[src/rtl/estacionamiento_ctrl.sv]
// Parking lot controller: occupancy counter plus a shared entry/exit barrier
// arbitrated round robin, with an open-barrier timeout and a closed hold-off.
//
// state    | meaning
// ---------+-------------------------------------------------------------
// IDLE     | barrier closed, waiting for a valid entry/exit request
// OPEN_IN  | barrier open for an entering vehicle, waiting for entrada
// OPEN_OUT | barrier open for an exiting vehicle, waiting for salida
// HOLD     | barrier closed for HOLD cycles, requests ignored
module estacionamiento_ctrl #(
    parameter int CAPACITY = 16,
    parameter int TIMEOUT  = 100,
    parameter int HOLD     = 4
) (
    input  logic       clk,
    input  logic       reset,
    input  logic       entrada,
    input  logic       salida,
    input  logic       req_in,
    input  logic       req_out,
    output logic       barrera,
    output logic       dir_in,
    output logic [7:0] ocupados,
    output logic       lleno,
    output logic       vacio,
    output logic       timeout,
    output logic       error
);

    localparam logic [1:0] IDLE     = 2'd0;
    localparam logic [1:0] OPEN_IN  = 2'd1;
    localparam logic [1:0] OPEN_OUT = 2'd2;
    localparam logic [1:0] HOLD_ST  = 2'd3;

    localparam logic [7:0]  CAP        = 8'(CAPACITY);
    localparam logic [15:0] TIMER_LAST = 16'(TIMEOUT - 1);
    localparam logic [7:0]  HOLD_LAST  = 8'(HOLD - 1);

    logic [1:0]  state;
    logic [15:0] timer;
    logic [7:0]  hold_cnt;
    logic        rr_in;
    logic [7:0]  ocupados_next;
    logic        error_next;
    logic        grant_in;
    logic        grant_out;
    logic        closing;

    // Next occupancy; overflow/underflow attempts hold the count and flag error.
    always_comb begin
        ocupados_next = ocupados;
        error_next    = 1'b0;
        if (entrada && !salida) begin
            if (ocupados == CAP) error_next = 1'b1;
            else                 ocupados_next = ocupados + 8'd1;
        end else if (salida && !entrada) begin
            if (ocupados == 8'd0) error_next = 1'b1;
            else                  ocupados_next = ocupados - 8'd1;
        end
    end

    // Occupancy register with flags derived from the updated count.
    always_ff @(posedge clk or posedge reset) begin
        if (reset) begin
            ocupados <= 8'd0;
            lleno    <= 1'b0;
            vacio    <= 1'b1;
            error    <= 1'b0;
        end else begin
            ocupados <= ocupados_next;
            lleno    <= (ocupados_next == CAP);
            vacio    <= (ocupados_next == 8'd0);
            if (error_next) error <= 1'b1;
        end
    end

    // Round robin arbitration; rr_in marks entry as the preferred direction.
    always_comb begin
        grant_in  = req_in && !lleno && (!req_out || rr_in);
        grant_out = req_out && !grant_in;
        closing   = (state == OPEN_IN) ? entrada : salida;
    end

    // Barrier FSM: grant, open with timeout, then fixed closed hold-off.
    always_ff @(posedge clk or posedge reset) begin
        if (reset) begin
            state    <= IDLE;
            barrera  <= 1'b0;
            dir_in   <= 1'b1;
            timeout  <= 1'b0;
            timer    <= 16'd0;
            hold_cnt <= 8'd0;
            rr_in    <= 1'b1;
        end else begin
            timeout <= 1'b0;
            case (state)
                IDLE: begin
                    if (grant_in) begin
                        state   <= OPEN_IN;
                        barrera <= 1'b1;
                        dir_in  <= 1'b1;
                        timer   <= 16'd0;
                        rr_in   <= 1'b0;
                    end else if (grant_out) begin
                        state   <= OPEN_OUT;
                        barrera <= 1'b1;
                        dir_in  <= 1'b0;
                        timer   <= 16'd0;
                        rr_in   <= 1'b1;
                    end
                end
                OPEN_IN, OPEN_OUT: begin
                    // The closing pulse takes priority over a simultaneous expiry.
                    if (closing || timer == TIMER_LAST) begin
                        state    <= HOLD_ST;
                        barrera  <= 1'b0;
                        hold_cnt <= HOLD_LAST;
                        timeout  <= !closing;
                    end else begin
                        timer <= timer + 16'd1;
                    end
                end
                HOLD_ST: begin
                    if (hold_cnt == 8'd0) state <= IDLE;
                    else                  hold_cnt <= hold_cnt - 8'd1;
                end
                default: begin
                    state   <= IDLE;
                    barrera <= 1'b0;
                end
            endcase
        end
    end

endmodule
[config.mk]
export PLATFORM = sky130hd
export DESIGN_NAME = estacionamiento_ctrl
export DESIGN_NICKNAME = d
export VERILOG_FILES = /design/src/rtl/estacionamiento_ctrl.sv
export SDC_FILE = /design/constraint.sdc
export NUM_CORES = 1
export LEC_CHECK = 0
export BUFFER_PORTS_ARGS = -buffer_cell sky130_fd_sc_hd__buf_4
export CAP_MARGIN = 10
export CORE_MARGIN = 2
export CORE_UTILIZATION = 35
export DETAILED_ROUTE_END_ITERATION = 10
export GPL_TIMING_DRIVEN = 0
export PLACE_DENSITY = 0.52
export SETUP_SLACK_MARGIN = 0.2
export SLEW_MARGIN = 20
export SYNTH_ARGS = -nofsm -noshare
export SYNTH_HDL_FRONTEND = slang
export SYNTH_SLANG_ARGS = --single-unit
[constraint.sdc]
create_clock -name clk -period 2.22 [get_ports clk]
set_input_delay 0.555 -clock clk [delete_from_list [all_inputs] [get_ports clk]]
set_output_delay 0.555 -clock clk [all_outputs]
set_load 0.02 [all_outputs]
Word level (Yosys, flattened, before mapping):

Index checks and enable logic that the tools add are counted.

* add/sub/neg operators: 4
* eq/ne operators: 11
* multiplexer cells: 30
* reduce and logical (&&, ||, !) cells: 26

Operator list (count)
* two-way mux 16 bit: 3
* two-way mux 8 bit: 6
* one-hot mux 16 bit (2 select lines): 1
* logical NOT 8 bit: 3
* adder 16 x 1 -> 16 bit (second input constant): 1
* == test 16 x 7 -> 1 bit (second input constant): 1
* == test 8 x 5 -> 1 bit (second input constant): 2
* one-hot mux 8 bit (2 select lines): 1
* subtractor 8 x 1 -> 8 bit (second input constant): 2
* two-way mux 1 bit: 13
* AND reduction 3 bit: 4
* adder 8 x 1 -> 8 bit (second input constant): 1
* two-way mux 2 bit: 4
* != test 2 bit (second input constant): 4
* logical NOT 1 bit: 6
* one-hot mux 2 bit (3 select lines): 1
* nonzero test 2 bit: 3
* logical AND 1 bit: 5
* == test 2 bit (second input constant): 2
* != test 3 bit (second input constant): 1
* == test 2 x 1 -> 1 bit (second input constant): 1
* logical NOT 2 bit: 1
* logical OR 1 bit: 2
* one-hot mux 1 bit (2 select lines): 1
* 2 further kinds: 2

* register bits after elaboration: 41
* output and inout bits: 14
* logic and storage cells: 82

Longest topological paths before layout:

* word-level depth: 8
* gate-level depth with buffers: 9
* depth with buffers taken out: 7

Worst setup path before layout:

No wires, ideal clock.

* path kind: register to register
* start: reg ocupados[6]
* end: reg vacio
* setup time: 97 ps
* arrival: 1978 ps
* required time: 2123 ps
* setup slack: 146 ps
* stages on the path, launching flop included: 7
* clock period less this slack: 2074 ps
* cells stage by stage: dfrtp_1 -> buf_6 -> or4_4 -> o41ai_4 -> a211o_1 -> o211ai_1 -> nor4_1

* cells in the longest elaborated chain, start to end: 5
* elaborated cells between the ends (all ways): 9
* those cells by class: add/sub (2); eq/ne (1); mux (4); reduce/logical (2)

RTL lines
* start, declared: line 23 `output logic [7:0] ocupados,`
* start signal, assigned: line 70 `ocupados <= ocupados_next;`
* subtractor 8 x 1 -> 8 bit or logical NOT 8 bit (tied branches): line 58, 57
* two-way mux 8 bit: line 57 `if (ocupados == 8'd0) error_next = 1'b1;`
* two-way mux 8 bit: line 56 `end else if (salida && !entrada) begin`
* two-way mux 8 bit *: line 53 `if (entrada && !salida) begin`
* logical NOT 8 bit *: line 72 `vacio <= (ocupados_next == 8'd0);`
* end signal, assigned: line 72
* end, declared: line 25 `output logic vacio,`

Every way passes the cells marked *; elsewhere a longest branch is shown, timed or not.
A chain may end at the register's enable or synchronous reset.

Final worst setup path:

* start: reg state[0]
* end: reg hold_cnt[5]

* cells in the longest elaborated chain, start to end: 5
* elaborated cells between the ends (all ways): 11
* those cells by class: eq/ne (5); mux (2); reduce/logical (4)

RTL lines
* start, declared: line 39 `logic [1:0] state;`
* start signal, assigned: line 87 `state <= IDLE;`
* start signal, assigned: line 99 `state <= OPEN_IN;`
* start signal, assigned: line 105 `state <= OPEN_OUT;`
* == test 2 x 1 -> 1 bit: line 81, 96
* two-way mux 1 bit: line 81 `closing = (state == OPEN_IN) ? entrada : salida;`
* logical OR 1 bit: line 114 `if (closing || timer == TIMER_LAST) begin`
* != test 2 bit (no source line)
* AND reduction 3 bit (no source line)
* end signal, assigned: line 125 `else hold_cnt <= hold_cnt - 8'd1;`
* end, declared: line 41 `logic [7:0] hold_cnt;`

Several ways; a longest one is shown, not always the timed one.

==> metrics.txt <==
status=complete, no violations; Reg2Reg Setup Slack=0.09 ns; Finished Cell Area=0.00391 mm²; slew margin rel.=0.655; pre-CTS WS=-0.582 ns; synth top area cells=dfrtp_1, o21ai_0, ha_1, nand2_1, a21oi_1; Setup Skew=0.0106 ns; Clock Pin Slew Worst Setup and Hold Paths=0.09 ns; post-synth top area share=0.332; CP Max Fanout=7; Initial Utilization=0.367; crit end category=flip-flop; Startpoint Class=flip-flop; Worst-Margin Slew=0.514 ns; M3 GR Usage=0.0255; Total GRT Usage=0.185; length of the first detailed-routing pass in iterations=4; Root Driver=clkbuf_8; sequential share of the synthesized area=0.360; max-cap violations=0; non-filler instance count after layout=496; Yosys cell types=58; Main synth FF type=dfrtp_1; Min Hold Slack=0.253 ns; synth-to-layout area growth=36.8%; # rows=32; M2 GR Usage=0.332; Yosys reg bits=41; GRT busiest layer=met2; Critical Path AT=2.36 ns; Via density=5.70; Ports=20; Pwr Density=1330 mW/mm²; Residual DRC=0; clk buf depth=2; fraction of layout cells with a size suffix above 1=0.371; Cells after Synth=329; overall routed net length=8260 µm; vias in the first global route=2690; most common cell in the netlist=dfrtp_1; Nets=409; Comb power frac=0.636; worst endpoint required time=2.46 ns; Sink Count=41; worst setup path class=reg -> reg; Final WS setup=0.0943 ns; ant diodes=0; internal power=2.83 mW; Hold Vio Cnt, Final=0; critical path's largest stage delay=0.44 ns; Synth warnings=0; area leader, netlist=dfrtp_1; Num CTS Buffers=5; Post-synth ARST share=1.00; P_sw=2.39 mW; Post-synth EDFFs=0; Cell Area, Synth=0.00286 mm²; die area=0.00892 mm²; Post-Syn Nets=345; Total Neg Setup Slack=0 ns; via count=2829; die boundary height=94.4 µm; clock power share=0.123; die width=94.4 µm; PortBufs=19; Core ar.=0.00781 mm²; Finish-stage setup viols=0; pins over their slew limit=0; GR Util met1=0.230; unrepaired setup endpoints after global routing=yes; Final min period=2.13 ns; RePlAce Congestion=0.854; achievable clock frequency=470 MHz; Post-Syn Area per Cell=8.70 µm²; period utilisation layout=0.958; largest net degree at the start of global routing=26; Sw Ratio=0.458; post-route ant nets=0; H-tree lvl count=2; slowest cell on the critical path=dfrtp_2; TritonCTS clock tree=done; detailed router's first-iteration violation count=104; Core Util, Final=0.501; Worst-Skew Late Latency=0.30 ns; worst hold path class=in -> async; worst path cell trace=ha_4, mux2i_2, and2_4, buf_8, a221o_2, or4_4, a21oi_2; Synth top cells by count=dfrtp_1, nand2_1, o21ai_0, a21oi_1, nor2_1; dpl cells=451; initial antenna violation count=0; sequential power share=0.241; first-pass GRT wire length=13100 µm; Cell Area, Placed=0.00317 mm²; Worst IR Drop VDD=0.584 mV; Pleak=1.62 nW; Power Total=5.22 mW; routed length per placed instance=16.7 µm; Detail Placement HPWL=5410 µm; grt total ovfl=0
[worst max-delay path, delay by kind of cell (launching register included)]
| kind | cells | cell delay [ns] |
|---|---|---|
| DFF | 1 | 0.44 |
| and+or+nand+nor | 2 | 0.60 |
| buffers and inverters | 1 | 0.13 |
| AOI/OAI and AO/OA | 2 | 0.57 |
| muxes | 1 | 0.15 |
| adders and majority gates | 1 | 0.17 |
[routing by layer]
metal  vias to the layer above  part of all wire
li1                       1365                 -
met1                      1384              0.45
met2                        67              0.50
met3                        13             0.035
met4                         0             0.016
met5                         -                 0
[sequential cells by signal, indices dropped and copies added, names as in the netlist, 2 cells and up]
signal and count:
hold_cnt 8, ocupados 8, state 2, timer 16
[power by group through the flow]
| stage | combinational (mW) | clock, mW | sequential (mW) |
|---|---|---|---|
| finish | 3.32 | 0.641 | 1.26 |
| global route | 3.62 | 0.689 | 1.29 |
| CTS | 2.75 | 0.660 | 1.24 |
| detailed placement | 2.34 | 0 | 1.24 |
| global placement | 2.32 | 0 | 1.24 |
| floorplan | 1.61 | 0 | 1.29 |
[kinds of logic after synthesis]
logic type	after synthesis	synth area share
AOI/OAI and AO/OA	92	0.215
xor gates and xnor gates	2	0.00612
adders and majority gates	10	0.0437
buffers and inverters	33	0.0494
DFF	41	0.360
muxes	8	0.0284
and+or+nand+nor	143	0.297
[repair_timing]
item	4_1_cts	5_1_grt
hold buffers	0	0
setup endpoints to repair	26	25
resized for setup	39	67
cloned	1	1
buffers inserted	16	19
pin swaps	23	22
[cell type report]
class                   instances  area [µm²]
plain buffers                  17         136
clock buffers                   7        86.3
clock inverters                 1        30.0
fillers                       773        3890
inverters                      16        60.1
multi-input cells             257        2000
flip-flops and latches         41        1040
well taps                     102         128
repair buffers                 55         437
[layout by cell type (no fill, tap or decap), types with 6 or more instances in the layout]
cell type	instances
a21oi_1	13
a21oi_2	6
and3_1	6
buf_4	52
buf_6	8
clkbuf_8	7
dfrtp_1	32
dfrtp_2	6
inv_1	12
mux2i_1	6
nand2_1	27
nand2b_1	11
nand3_1	15
nor2_1	15
o21ai_0	18
o21ai_1	7
or3_1	9
[worst paths after layout]
kind,endpoint,cells past startpoint,start
min,barrera,2,reset
max reg2reg,hold_cnt[5],7,state[0]
min reg2reg,error,1,error
max in group asynchronous,vacio,3,reset
min in group clk,error,1,error
max,hold_cnt[5],7,state[0]
(Power assumes the default switching activity.)
